<file path="config.mk">
export PLATFORM = sky130hd
export DESIGN_NAME = tt_bus_responder
export DESIGN_NICKNAME = d
export VERILOG_FILES = /design/src/rtl/tt_bus_pkg.sv /design/src/rtl/tt_sync_bit.sv /design/src/rtl/tt_bus_responder.sv
export SDC_FILE = /design/constraint.sdc
export NUM_CORES = 1
export LEC_CHECK = 0
export CAP_MARGIN = 20
export CORE_MARGIN = 8
export CORE_UTILIZATION = 40
export DETAILED_ROUTE_END_ITERATION = 10
export GPL_TIMING_DRIVEN = 0
export PLACE_DENSITY = 0.72
export SETUP_SLACK_MARGIN = 0.1
export SYNTH_ARGS = -nofsm -noshare
export SYNTH_HDL_FRONTEND = slang
export SYNTH_SLANG_ARGS = --single-unit
</file>
<file path="constraint.sdc">
create_clock -name clk -period 1.9 [get_ports clk]
set_clock_uncertainty 0.1 [all_clocks]
set_input_delay 0.285 -clock clk [delete_from_list [all_inputs] [get_ports clk]]
set_output_delay 0.285 -clock clk [all_outputs]
set_load 0.1 [all_outputs]
</file>
<file path="src/rtl/tt_bus_pkg.sv">
// Shared definitions for the byte-serial 4-phase bus: phase order, op encoding
// and responder FSM states. The initiator imports this too so both ends agree.
package tt_bus_pkg;

    typedef enum logic [1:0] {
        PH_ADDR_LO = 2'd0,
        PH_ADDR_HI = 2'd1,
        PH_DATA    = 2'd2
    } phase_t;

    typedef enum logic {
        OP_READ  = 1'b0,
        OP_WRITE = 1'b1
    } op_t;

    typedef enum logic [1:0] {
        ST_WAIT_REQ = 2'd0,
        ST_MEM      = 2'd1,
        ST_ACK      = 2'd2
    } state_t;

    function automatic phase_t next_phase(input phase_t p);
        case (p)
            PH_ADDR_LO: return PH_ADDR_HI;
            PH_ADDR_HI: return PH_DATA;
            default:    return PH_ADDR_LO;
        endcase
    endfunction

    // Conflicting or absent flags fall back to a read, which has no side effects.
    function automatic op_t decode_op(input logic rd, input logic wr);
        return (wr && !rd) ? OP_WRITE : OP_READ;
    endfunction

endpackage

</file>
<file path="src/rtl/tt_sync_bit.sv">
// Single-bit synchroniser: STAGES-deep flop chain, async reset to 0.
module tt_sync_bit #(
    parameter int STAGES = 2
) (
    input  logic clk,
    input  logic rst_n,
    input  logic d,
    output logic q
);

    logic [STAGES-1:0] chain;

    always_ff @(posedge clk or negedge rst_n) begin
        if (!rst_n) chain <= '0;
        else        chain <= {chain[STAGES-2:0], d};
    end

    assign q = chain[STAGES-1];

endmodule

</file>
<file path="src/rtl/tt_bus_responder.sv">
// Responder for the 3-phase (ADDR_LO, ADDR_HI, DATA) 4-phase handshake bus;
// turns each transfer into one read or write on a simple memory port.
module tt_bus_responder
    import tt_bus_pkg::*;
#(
    parameter int SYNC_STAGES = 2
) (
    input  logic        clk,
    input  logic        rst_n,
    input  logic        req_i,
    input  logic        rd_i,
    input  logic        wr_i,
    input  logic [7:0]  bus_i,
    output logic        ack_o,
    output logic [7:0]  bus_o,
    output logic        bus_oe,
    output logic [15:0] mem_addr,
    output logic [7:0]  mem_wdata,
    output logic        mem_we,
    output logic        mem_re,
    input  logic [7:0]  mem_rdata,
    input  logic        mem_ready,
    output logic        proto_err
);

    logic [2:0] async_in, sync_out;
    logic       req_s, rd_s, wr_s;

    assign async_in = {wr_i, rd_i, req_i};

    for (genvar i = 0; i < 3; i++) begin : g_sync
        tt_sync_bit #(.STAGES(SYNC_STAGES)) u_sync (
            .clk   (clk),
            .rst_n (rst_n),
            .d     (async_in[i]),
            .q     (sync_out[i])
        );
    end

    assign {wr_s, rd_s, req_s} = sync_out;

    state_t      state, state_d;
    phase_t      phase, phase_d;
    op_t         op, op_d;
    logic [15:0] addr_d;
    logic [7:0]  wdata_d, bus_o_d;
    logic        bus_oe_d, perr_d, ack_d, we_d, re_d;
    logic        idle_q, idle_d, abort_cond;

    // Initiator reset mid-transfer: rd/wr both low between phases for 2 cycles.
    assign abort_cond = (phase != PH_ADDR_LO) && !rd_s && !wr_s;

    always_comb begin
        state_d  = state;
        phase_d  = phase;
        op_d     = op;
        addr_d   = mem_addr;
        wdata_d  = mem_wdata;
        bus_o_d  = bus_o;
        bus_oe_d = bus_oe;
        perr_d   = 1'b0;
        idle_d   = 1'b0;
        case (state)
            ST_WAIT_REQ: begin
                idle_d = abort_cond;
                if (abort_cond && idle_q) begin
                    // A req seen now is left pending and taken as ADDR_LO next cycle.
                    phase_d = PH_ADDR_LO;
                end else if (req_s) begin
                    case (phase)
                        PH_ADDR_LO: begin
                            addr_d[7:0] = bus_i;
                            op_d        = decode_op(rd_s, wr_s);
                            perr_d      = rd_s && wr_s;
                            state_d     = ST_ACK;
                        end
                        PH_ADDR_HI: begin
                            addr_d[15:8] = bus_i;
                            state_d      = ST_ACK;
                        end
                        default: begin
                            if (op == OP_WRITE) wdata_d = bus_i;
                            state_d = ST_MEM;
                        end
                    endcase
                end
            end
            ST_MEM: begin
                if (mem_ready) begin
                    if (op == OP_READ) begin
                        bus_o_d  = mem_rdata;
                        bus_oe_d = 1'b1;
                    end
                    state_d = ST_ACK;
                end
            end
            ST_ACK: begin
                if (!req_s) begin
                    bus_oe_d = 1'b0;
                    phase_d  = next_phase(phase);
                    state_d  = ST_WAIT_REQ;
                end
            end
            default: state_d = ST_WAIT_REQ;
        endcase
        // Outputs are registered from the next state so they are glitch-free.
        ack_d = (state_d == ST_ACK);
        we_d  = (state_d == ST_MEM) && (op_d == OP_WRITE);
        re_d  = (state_d == ST_MEM) && (op_d == OP_READ);
    end

    always_ff @(posedge clk or negedge rst_n) begin
        if (!rst_n) begin
            state     <= ST_WAIT_REQ;
            phase     <= PH_ADDR_LO;
            op        <= OP_READ;
            mem_addr  <= '0;
            mem_wdata <= '0;
            bus_o     <= '0;
            bus_oe    <= 1'b0;
            proto_err <= 1'b0;
            ack_o     <= 1'b0;
            mem_we    <= 1'b0;
            mem_re    <= 1'b0;
            idle_q    <= 1'b0;
        end else begin
            state     <= state_d;
            phase     <= phase_d;
            op        <= op_d;
            mem_addr  <= addr_d;
            mem_wdata <= wdata_d;
            bus_o     <= bus_o_d;
            bus_oe    <= bus_oe_d;
            proto_err <= perr_d;
            ack_o     <= ack_d;
            mem_we    <= we_d;
            mem_re    <= re_d;
            idle_q    <= idle_d;
        end
    end

endmodule

</file>
==> summary.md <==
| Metric | Value |
|---|---|
| Status | `complete, no violations` |
| CTS clock-pin slew for the worst setup and hold paths | `0.08 ns` |
| Clock Latency Late Sink | `0.29 ns` |
| H-tree Lvls | `2` |
| Dpl cells | `233` |
| Fillers | `391` |
| Syn-to-layout area delta | `43.5%` |
| CTS tree | `built` |
| Most common cell after layout, fill and taps aside | `dfrtp_1` |
| Full die area | `7280 um2` |
| Worst setup EP type | `register` |
| Crit. path cell count | `4` |
| First-pass detailed-route iteration total | `4` |
| FF-to-FF End | `mem_addr[14]` |
| R2R cell count | `4` |
| Worst hold path type | `register to register` |
| Delay-heaviest family, CP | `simple AND/OR/NAND/NOR gates` |
| Layout cells sized above 1 | `46.8%` |
| Syn. warnings | `0` |
| Postcts setup bufs | `0` |
| RSZ-0062 raised after global routing | `false` |
| Routed vias/inst | `5.00` |
| CTS buffer count | `5` |
| Deepest clock path buffer count | `2` |
| Core ar. | `4690 um2` |
| Routed wire length | `4320 um` |
| Setup TNS | `0 ns` |
| Most frequent cells in the layout | `dfrtp_1, clkdlybuf4s15_2, mux2_2` |
| Initial Util | `41.0%` |
| CP Capture Point | `mem_addr[14]` |
| Ant. Diodes | `0` |
| Critical path, cell by cell | `or3b_1 > buf_6 > nand4_4 > mux2_2` |
| Primary FF master, synth | `dfrtp_1` |
| Hold Path Origin | `g_sync[0].u_sync.chain[0]` |
| First-pass GRT wire length | `7060 um` |
| Number of enable flip-flop cells after synthesis | `0` |
| Tmin final | `1.70 ns` |
| I/O pin total | `59` |
| Max_cap viols | `0` |
| CP arrival | `1.79 ns` |
| # rows | `25` |
| Clock sink count | `49` |
| Max transition margin | `62.0%` |
| Gr usage total | `12.5%` |
| Synth top area cells | `dfrtp_1, mux2_2, mux2_4` |
| Root Buffer | `clkbuf_8` |
| Number of distinct library cells after synthesis | `28` |
| Final cell count without fillers | `242` |
| Post-synth ARST share | `100%` |
| Die height | `85.3 um` |
| Worst Setup SP | `g_sync[1].u_sync.chain[1]` |
| Final nets | `209` |
| Critical path class | `register to register` |
| Critical path buffer and inverter count | `1` |
| Reg2reg start | `g_sync[1].u_sync.chain[1]` |
| Crit path max fanout | `8` |
| Final Hold Vio Count | `0` |
| Via count | `1,211` |
| Antenna Nets Post-Route | `0` |
| Initial antenna violation count | `0` |
| Reg2reg setup slack | `0.20 ns` |
| Final Cycle Share | `89.6%` |
| CP Launch Type | `register` |
| DPL Wire Length | `3280 um` |
| Post-Syn Area per Cell | `16.0 um2` |
| Routed wire per std cell | `17.8 um` |
| IO Port Bufs | `58` |
| FMAX | `587 MHz` |
| Synthesized Nets | `142` |
| Number of DRC markers in iteration 0 | `43` |
| Synth top area share | `63.8%` |
| CP max stage cell | `dfrtp_1` |
| Die width | `85.3 um` |
| Largest net degree at the start of global routing | `34` |
| Yosys reg bits | `49` |
| Slew of the pin with the lowest slew margin | `0.573 ns` |
| Synth Cell Area | `1920 um2` |
| Endpoints failing setup | `0` |
| Synth Instances | `120` |
| Drt drc | `0` |
| Yosys top cell by area | `dfrtp_1` |
| Sequential share of the synthesized area | `63.8%` |
| Worst path max stage delay | `0.41 ns` |
| CP required | `1.98 ns` |
| GRT Residual Overflow | `0` |
| Worst hold-check slack | `0.254 ns` |
| RePlAce Congestion | `0.794` |
| Vias in the first global route | `1,385` |
| Max Slew Vio Count | `0` |
## synth_stat cells (all sizes together) (2+ instances only)
cell type / instances
nand2: 6
a21o: 2
inv: 4
buf: 2
and3b: 2
nand4: 2
nor2: 4
mux2: 32
o2bb2ai: 2
dfrtp: 49
a31oi: 3
## what timing repair did
| action | CTS | global route |
|---|---|---|
| endpoints found under the hold margin | 16 | 0 |
| gates resized for setup | 111 | 0 |
| endpoints found under the setup margin | 37 | 0 |
| hold buffers | 1 | 0 |
## worst min-delay path by stage
stage | to | slack (ns) | cells past startpoint
2_1_floorplan | ack_o | -0.11 | 0
3_3_place_gp | g_sync[0].u_sync.chain[1] | 0.24 | 0
3_5_place_dp | mem_addr[9] | 0.14 | 1
4_1_cts | g_sync[2].u_sync.chain[1] | 0.26 | 0
5_1_grt | g_sync[2].u_sync.chain[1] | 0.26 | 0
6_report | g_sync[0].u_sync.chain[1] | 0.25 | 0
## metrics by stage
stage / cell area, um2 / setup WS [ns] / utilization [%]
global placement: 2570 / -0.814 / 54.8
global route: 2760 / 0.147 / 58.8
floorplan: 1920 / 0.312 / -
detailed placement: 2590 / -0.00573 / 55.1
CTS: 2760 / 0.193 / 58.8
finish: 2760 / 0.197 / 58.8
## routing by layer
metal	track usage [%]	vias up	part of all wire (%)
met5	0	-	0
met4	3.98	0	1.2
met3	6.56	7	9.7
met2	21.9	49	51
met1	12.5	594	38
li1	-	561	-
## flip-flops by register name, indices dropped and copies added (netlist names)
signal	flops
mem_we	1
ack_o	1
idle_q	1
mem_addr	16
mem_re	1
op	1
g_sync.u_sync.chain	6
phase	2
proto_err	1
bus_oe	1
mem_wdata	8
state	2
bus_o	8
## final cells by class
type / instances / area [um2] / share of cell area, %
Clock buffer: 7 / 86.3 / 3.13
Buffer: 2 / 22.5 / 0.816
Timing Repair Buffer: 60 / 652 / 23.6
Tap cell: 54 / 67.6 / 2.45
Inverter: 4 / 15.0 / 0.544
Clock inverter: 1 / 30.0 / 1.09
Sequential cell: 49 / 1230 / 44.4
Multi-Input combinational cell: 65 / 659 / 23.9
## cell families (layout without fill, tap and decap cells)
kind of cell,after synthesis,count (layout),share of synthesized area (%)
and+or+nand+nor,22,22,9.30
AOI/OAI and AO/OA,11,11,4.68
DFF,49,49,63.8
buffers and inverters,6,74,1.95
muxes,32,32,20.3
Power is not shown: default switching activity piles up to over one toggle a cycle in this logic, so the estimate is an artifact.
